<file path="src/rtl/uart_rx_byte.sv">
// ---------------------------------------------------------------------------
// uart_rx_byte
//   8N1 UART receiver. Synchronises the asynchronous rx pin, qualifies the
//   start bit at its centre, samples each data bit at its centre (LSB first),
//   checks the stop bit and hands each byte downstream on a valid/ready pair.
//   Framing errors and overruns are reported as single-cycle pulses.
//
// Parameters
//   CLKS_PER_BIT  clk cycles per serial bit (>= 4)
//
// Ports
//   clk        in   1  system clock, rising edge
//   rst        in   1  synchronous, active-high reset
//   rx         in   1  asynchronous serial input, idle high
//   rx_data    out  8  received byte, held while rx_valid && !rx_ready
//   rx_valid   out  1  rx_data holds an unconsumed byte
//   rx_ready   in   1  consumer accepts rx_data when rx_valid is high
//   frame_err  out  1  one-cycle pulse: stop bit sampled low
//   overrun    out  1  one-cycle pulse: byte dropped, previous one unconsumed
// ---------------------------------------------------------------------------
module uart_rx_byte #(
    parameter int unsigned CLKS_PER_BIT = 1302
) (
    input  logic       clk,
    input  logic       rst,
    input  logic       rx,
    output logic [7:0] rx_data,
    output logic       rx_valid,
    input  logic       rx_ready,
    output logic       frame_err,
    output logic       overrun
);

    localparam int unsigned CntW = $clog2(CLKS_PER_BIT);
    localparam int unsigned Half = CLKS_PER_BIT / 2;
    localparam logic [CntW-1:0] BitLast  = CntW'(CLKS_PER_BIT - 1);
    localparam logic [CntW-1:0] HalfLast = CntW'(Half - 1);

    typedef enum logic [2:0] {
        StIdle,
        StStart,
        StData,
        StStop,
        StBreak
    } state_e;

    // Two-flop synchroniser; reset high so reset never looks like a start bit.
    logic rx_meta_q;
    logic rxs_q;

    state_e          state_q, state_d;
    logic [CntW-1:0] cnt_q, cnt_d;
    logic [2:0]      bit_idx_q, bit_idx_d;
    logic [7:0]      shreg_q, shreg_d;

    logic [7:0] rx_data_q, rx_data_d;
    logic       rx_valid_q, rx_valid_d;
    logic       frame_err_q, frame_err_d;
    logic       overrun_q, overrun_d;

    logic byte_done;
    logic stop_bad;
    logic handshake;

    // -----------------------------------------------------------------------
    // Receive FSM: next state
    // -----------------------------------------------------------------------
    always_comb begin
        state_d   = state_q;
        cnt_d     = cnt_q;
        bit_idx_d = bit_idx_q;
        shreg_d   = shreg_q;
        byte_done = 1'b0;
        stop_bad  = 1'b0;

        unique case (state_q)
            StIdle: begin
                if (!rxs_q) begin
                    state_d = StStart;
                    cnt_d   = '0;
                end
            end

            // Re-check the line half a bit in; a high level means a glitch.
            StStart: begin
                if (cnt_q == HalfLast) begin
                    cnt_d = '0;
                    if (rxs_q) begin
                        state_d = StIdle;
                    end else begin
                        state_d   = StData;
                        bit_idx_d = '0;
                    end
                end else begin
                    cnt_d = cnt_q + 1'b1;
                end
            end

            // Right shift so the first (LSB) bit ends up in shreg[0].
            StData: begin
                if (cnt_q == BitLast) begin
                    cnt_d     = '0;
                    shreg_d   = {rxs_q, shreg_q[7:1]};
                    bit_idx_d = bit_idx_q + 3'd1;
                    if (bit_idx_q == 3'd7) begin
                        state_d = StStop;
                    end
                end else begin
                    cnt_d = cnt_q + 1'b1;
                end
            end

            StStop: begin
                if (cnt_q == BitLast) begin
                    cnt_d = '0;
                    if (rxs_q) begin
                        byte_done = 1'b1;
                        state_d   = StIdle;
                    end else begin
                        stop_bad = 1'b1;
                        state_d  = StBreak;
                    end
                end else begin
                    cnt_d = cnt_q + 1'b1;
                end
            end

            // Hold off until the line idles so a long low is not re-read as data.
            StBreak: begin
                if (rxs_q) begin
                    state_d = StIdle;
                end
            end

            default: begin
                state_d = StIdle;
            end
        endcase
    end

    // -----------------------------------------------------------------------
    // Output holding register and error pulses
    // -----------------------------------------------------------------------
    assign handshake = rx_valid_q && rx_ready;

    always_comb begin
        rx_data_d   = rx_data_q;
        rx_valid_d  = rx_valid_q;
        frame_err_d = stop_bad;
        overrun_d   = 1'b0;

        if (byte_done) begin
            // A consume in the same cycle frees the slot for the new byte.
            if (!rx_valid_q || handshake) begin
                rx_data_d  = shreg_q;
                rx_valid_d = 1'b1;
            end else begin
                overrun_d = 1'b1;
            end
        end else if (handshake) begin
            rx_valid_d = 1'b0;
        end
    end

    // -----------------------------------------------------------------------
    // State registers
    // -----------------------------------------------------------------------
    always_ff @(posedge clk) begin
        if (rst) begin
            rx_meta_q   <= 1'b1;
            rxs_q       <= 1'b1;
            state_q     <= StIdle;
            cnt_q       <= '0;
            bit_idx_q   <= '0;
            shreg_q     <= '0;
            rx_data_q   <= '0;
            rx_valid_q  <= 1'b0;
            frame_err_q <= 1'b0;
            overrun_q   <= 1'b0;
        end else begin
            rx_meta_q   <= rx;
            rxs_q       <= rx_meta_q;
            state_q     <= state_d;
            cnt_q       <= cnt_d;
            bit_idx_q   <= bit_idx_d;
            shreg_q     <= shreg_d;
            rx_data_q   <= rx_data_d;
            rx_valid_q  <= rx_valid_d;
            frame_err_q <= frame_err_d;
            overrun_q   <= overrun_d;
        end
    end

    assign rx_data   = rx_data_q;
    assign rx_valid  = rx_valid_q;
    assign frame_err = frame_err_q;
    assign overrun   = overrun_q;

endmodule

</file>
<file path="config.mk">
export PLATFORM = sky130hd
export DESIGN_NAME = uart_rx_byte
export DESIGN_NICKNAME = d
export VERILOG_FILES = /design/src/rtl/uart_rx_byte.sv
export SDC_FILE = /design/constraint.sdc
export NUM_CORES = 1
export LEC_CHECK = 0
export CORE_MARGIN = 10
export CORE_UTILIZATION = 39
export CTS_CLUSTER_DIAMETER = 40
export DETAILED_ROUTE_END_ITERATION = 8
export PLACE_DENSITY_LB_ADDON = 0.25
export SYNTH_ARGS = -nofsm -noshare
export SYNTH_HDL_FRONTEND = slang
export SYNTH_SLANG_ARGS = --single-unit
</file>
<file path="constraint.sdc">
create_clock -name clk -period 2.7 [get_ports clk]
set_clock_uncertainty 0.1 [all_clocks]
set_input_delay 0.54 -clock clk [delete_from_list [all_inputs] [get_ports clk]]
set_output_delay 0.54 -clock clk [all_outputs]
set_load 0.005 [all_outputs]
</file>
==> summary.md <==
| Metric | Value |
|---|---|
| Outcome | `completed` |
| Kind of critical path | `reg2reg` |
| CTS clk-pin slew, worst paths | `0.07 ns` |
| Largest net degree at the start of global routing | `27` |
| Final Core Density | `47.56%` |
| Worst slack at placement | `0.7896 ns` |
| Fin area | `0.002071 sq mm` |
| Initial Util | `40.29%` |
| Fin nets | `227` |
| Placed Instances | `263` |
| Reg2Reg Launch Point | `cnt_q[1]` |
| Worst setup EP type | `flop` |
| Crit-path max cell delay | `0.41 ns` |
| Syn nets | `210` |
| H-tree depth | `2` |
| Syn Inst Count | `201` |
| Post-synthesis cell type count | `44` |
| Crit-path cells | `inv_1, ha_1, and4b_1, and3_1, o211ai_1, mux2_2` |
| Synthesized area | `0.001754 sq mm` |
| Power after layout | `1.326 mW` |
| R2r setup slk | `0.76 ns` |
| TritonCTS clock tree | `built` |
| HPWL after DPL | `2430 microns` |
| TritonRoute pass-1 iters | `4` |
| Post-CTS sizing | `0` |
| Synthesized area per cell | `8.727 sq um` |
| DP Area | `0.001958 sq mm` |
| Number of global-route vias before repair | `1330` |
| Total grt overflow | `0` |
| Most frequent cells in the layout | `dfxtp_1, a21oi_1, nand3_1, nand2_1, o21ai_0` |
| Port Buffers | `14` |
| Die width | `87.07 microns` |
| Core area | `0.004354 sq mm` |
| Layout area overhead | `18.05%` |
| Max Freq | `515.1 MHz` |
| Hold WS | `0.3240 ns` |
| Worst Tran Pin Value | `0.5116 ns` |
| GP Congestion | `0.7440` |
| Rows | `24` |
| Synth warnings | `0` |
| Vias per cell | `5.385` |
| Max-slew violations | `0` |
| CP max stage cell | `dfxtp_1` |
| Leak Pwr | `0.6949 nW` |
| Sink Count | `38` |
| #FFs+latches synth | `38` |
| Total Neg Setup Slack | `0 ns` |
| R2R depth | `6` |
| Tot GR Track Use | `9.375%` |
| Detailed Route WL | `3487 microns` |
| Hold Violations, Final | `0` |
| Max-slew headroom | `65.84%` |
| Hold buffers post-CTS | `0` |
| Clk_lat worst skew | `0.28 ns` |
| Max Buffers Root-to-Sink | `2` |
| Top_reg_cell synth | `dfxtp_1` |
| Clock root buffer | `clkbuf_8` |
| FF-to-FF End | `state_q[0]` |
| Crit Path Max Fanout | `5` |
| RSZ-0062 raised after global routing | `no` |
| Min cycle time layout | `1.941 ns` |
| Min-delay src | `rx_meta_q` |
| Setup ws final | `0.7587 ns` |
| Global-route wire length before repair | `5851 microns` |
| Crit path max-delay family | `simple AND/OR/NAND/NOR gates` |
| Die area | `0.007580 sq mm` |
| Total power divided by cell area | `640.5 mW/mm^2` |
| Seq/Total Area, Yosys | `43.37%` |
| WP data required | `2.78 ns` |
| Initial antenna violation count | `0` |
| Die height | `87.07 microns` |
| Drt initial violations | `46` |
| WHS Path Cells | `1` |
| Fraction of layout cells with a size suffix above 1 | `11.93%` |
| Diodes inserted | `0` |
| Worst VDD drop | `0.0002421 V` |
| # fillers | `415` |
| Detail Route Antenna Nets | `0` |
| Inserted Clock Buffers | `5` |
| CP Launch Type | `flop` |
| WP buf/inv | `1` |
| Most common cell after layout, fill and taps aside | `dfxtp_1` |
| Final setup viols | `0` |
| Worst Hold Class | `reg2reg` |
| Max Cap Viol | `0` |
| Non-Filler Instances | `270` |
| Final cycle utilization of the critical path | `71.90%` |
| DRC violations left | `0` |
| Ports | `15` |
| Via count | `1454` |
| Ys async rst share | `0%` |
| Post-CTS Setup Inserts | `0` |
| Crit path DAT | `2.02 ns` |
| Number of flops mapped to enable cells by yosys | `0` |
| Hold Crit Endpoint | `rxs_q` |
| Routed len/inst | `12.91 microns` |
==> where the power goes <==
group | total (mW) | switching, mW | leakage, nW | internal, mW
sequential | 0.613 | 0.0336 | 0.307 | 0.580
combinational | 0.233 | 0.129 | 0.331 | 0.104
clock | 0.479 | 0.184 | 0.0573 | 0.295
total | 1.33 | 0.347 | 0.695 | 0.979
==> worst reg2reg max path, delay by kind of cell, from the launching register on <==
family	cells	cell delay [ns]
adder cells (fa/ha/maj)	1	0.17
buffers and inverters	1	0.06
AND/OR/NAND/NOR	2	0.44
multiplexers	1	0.37
flip-flops	1	0.41
AO/OA/AOI/OAI	1	0.28
==> cells in the mapped netlist, types with 4 or more instances <==
| master | number | area [sq um] |
|---|---|---|
| clkbuf_1 | 5 | 18.77 |
| ha_1 | 5 | 62.56 |
| dfxtp_1 | 38 | 760.7 |
| inv_1 | 9 | 33.78 |
| o21ai_0 | 15 | 75.07 |
| nor2_1 | 9 | 33.78 |
| nand2_1 | 17 | 63.81 |
| buf_2 | 4 | 20.02 |
| nand3_1 | 19 | 95.09 |
| a21oi_1 | 22 | 110.1 |
| or3_1 | 7 | 43.79 |
| or2_2 | 4 | 25.02 |
| xnor2_1 | 5 | 43.79 |
==> state kept, by name (all words and copies together) (netlist names) <==
register	flops
cnt_q	11
rx_data	8
shreg_q	8
bit_idx_q	3
state_q	3
frame_err	1
overrun	1
rx_meta_q	1
rx_valid	1
rxs_q	1
==> worst max path at each step <==
| stage | start | cells past startpoint | slack, ns | to |
|---|---|---|---|---|
| after CTS | cnt_q[1] | 6 | 0.78 | state_q[0] |
| after global routing | cnt_q[1] | 6 | 0.65 | state_q[0] |
| after global placement | cnt_q[1] | 6 | 0.80 | state_q[0] |
| after floorplan | cnt_q[1] | 7 | 0.78 | state_q[0] |
| final | cnt_q[1] | 6 | 0.76 | state_q[0] |
| after detailed placement | cnt_q[1] | 6 | 0.79 | state_q[0] |
==> area by class of cell <==
| type | count | area, sq um | area share [%] |
|---|---|---|---|
| inverter | 9 | 33.78 | 1.631 |
| clock inverter | 1 | 30.03 | 1.450 |
| clock buffer | 6 | 82.58 | 3.988 |
| sequential | 38 | 760.7 | 36.74 |
| timing repair buffer | 19 | 177.7 | 8.580 |
| multi-input combinational | 145 | 920.9 | 44.47 |
| tap | 52 | 65.06 | 3.142 |
==> cell families (layout without fill, tap and decap cells) <==
| kind of cell | after synthesis | count (layout) | share of synthesized area (%) |
|---|---|---|---|
| simple gates | 82 | 82 | 27.53 |
| compound gates | 52 | 52 | 18.26 |
| flops | 38 | 38 | 43.37 |
| buf+inv | 18 | 35 | 4.137 |
| fa+ha+maj | 5 | 5 | 3.566 |
| xor+xnor | 5 | 5 | 2.496 |
| mux | 1 | 1 | 0.6419 |
==> layer usage <==
layer,vias up,share of wire [%],global-route usage [%]
met4,0,1.4,4.860
li1,754,-,-
met3,5,4.6,2.903
met1,671,51,11.56
met5,-,0,0
met2,24,43,14.26
No activity file was read; power rests on OpenSTA's default activity.
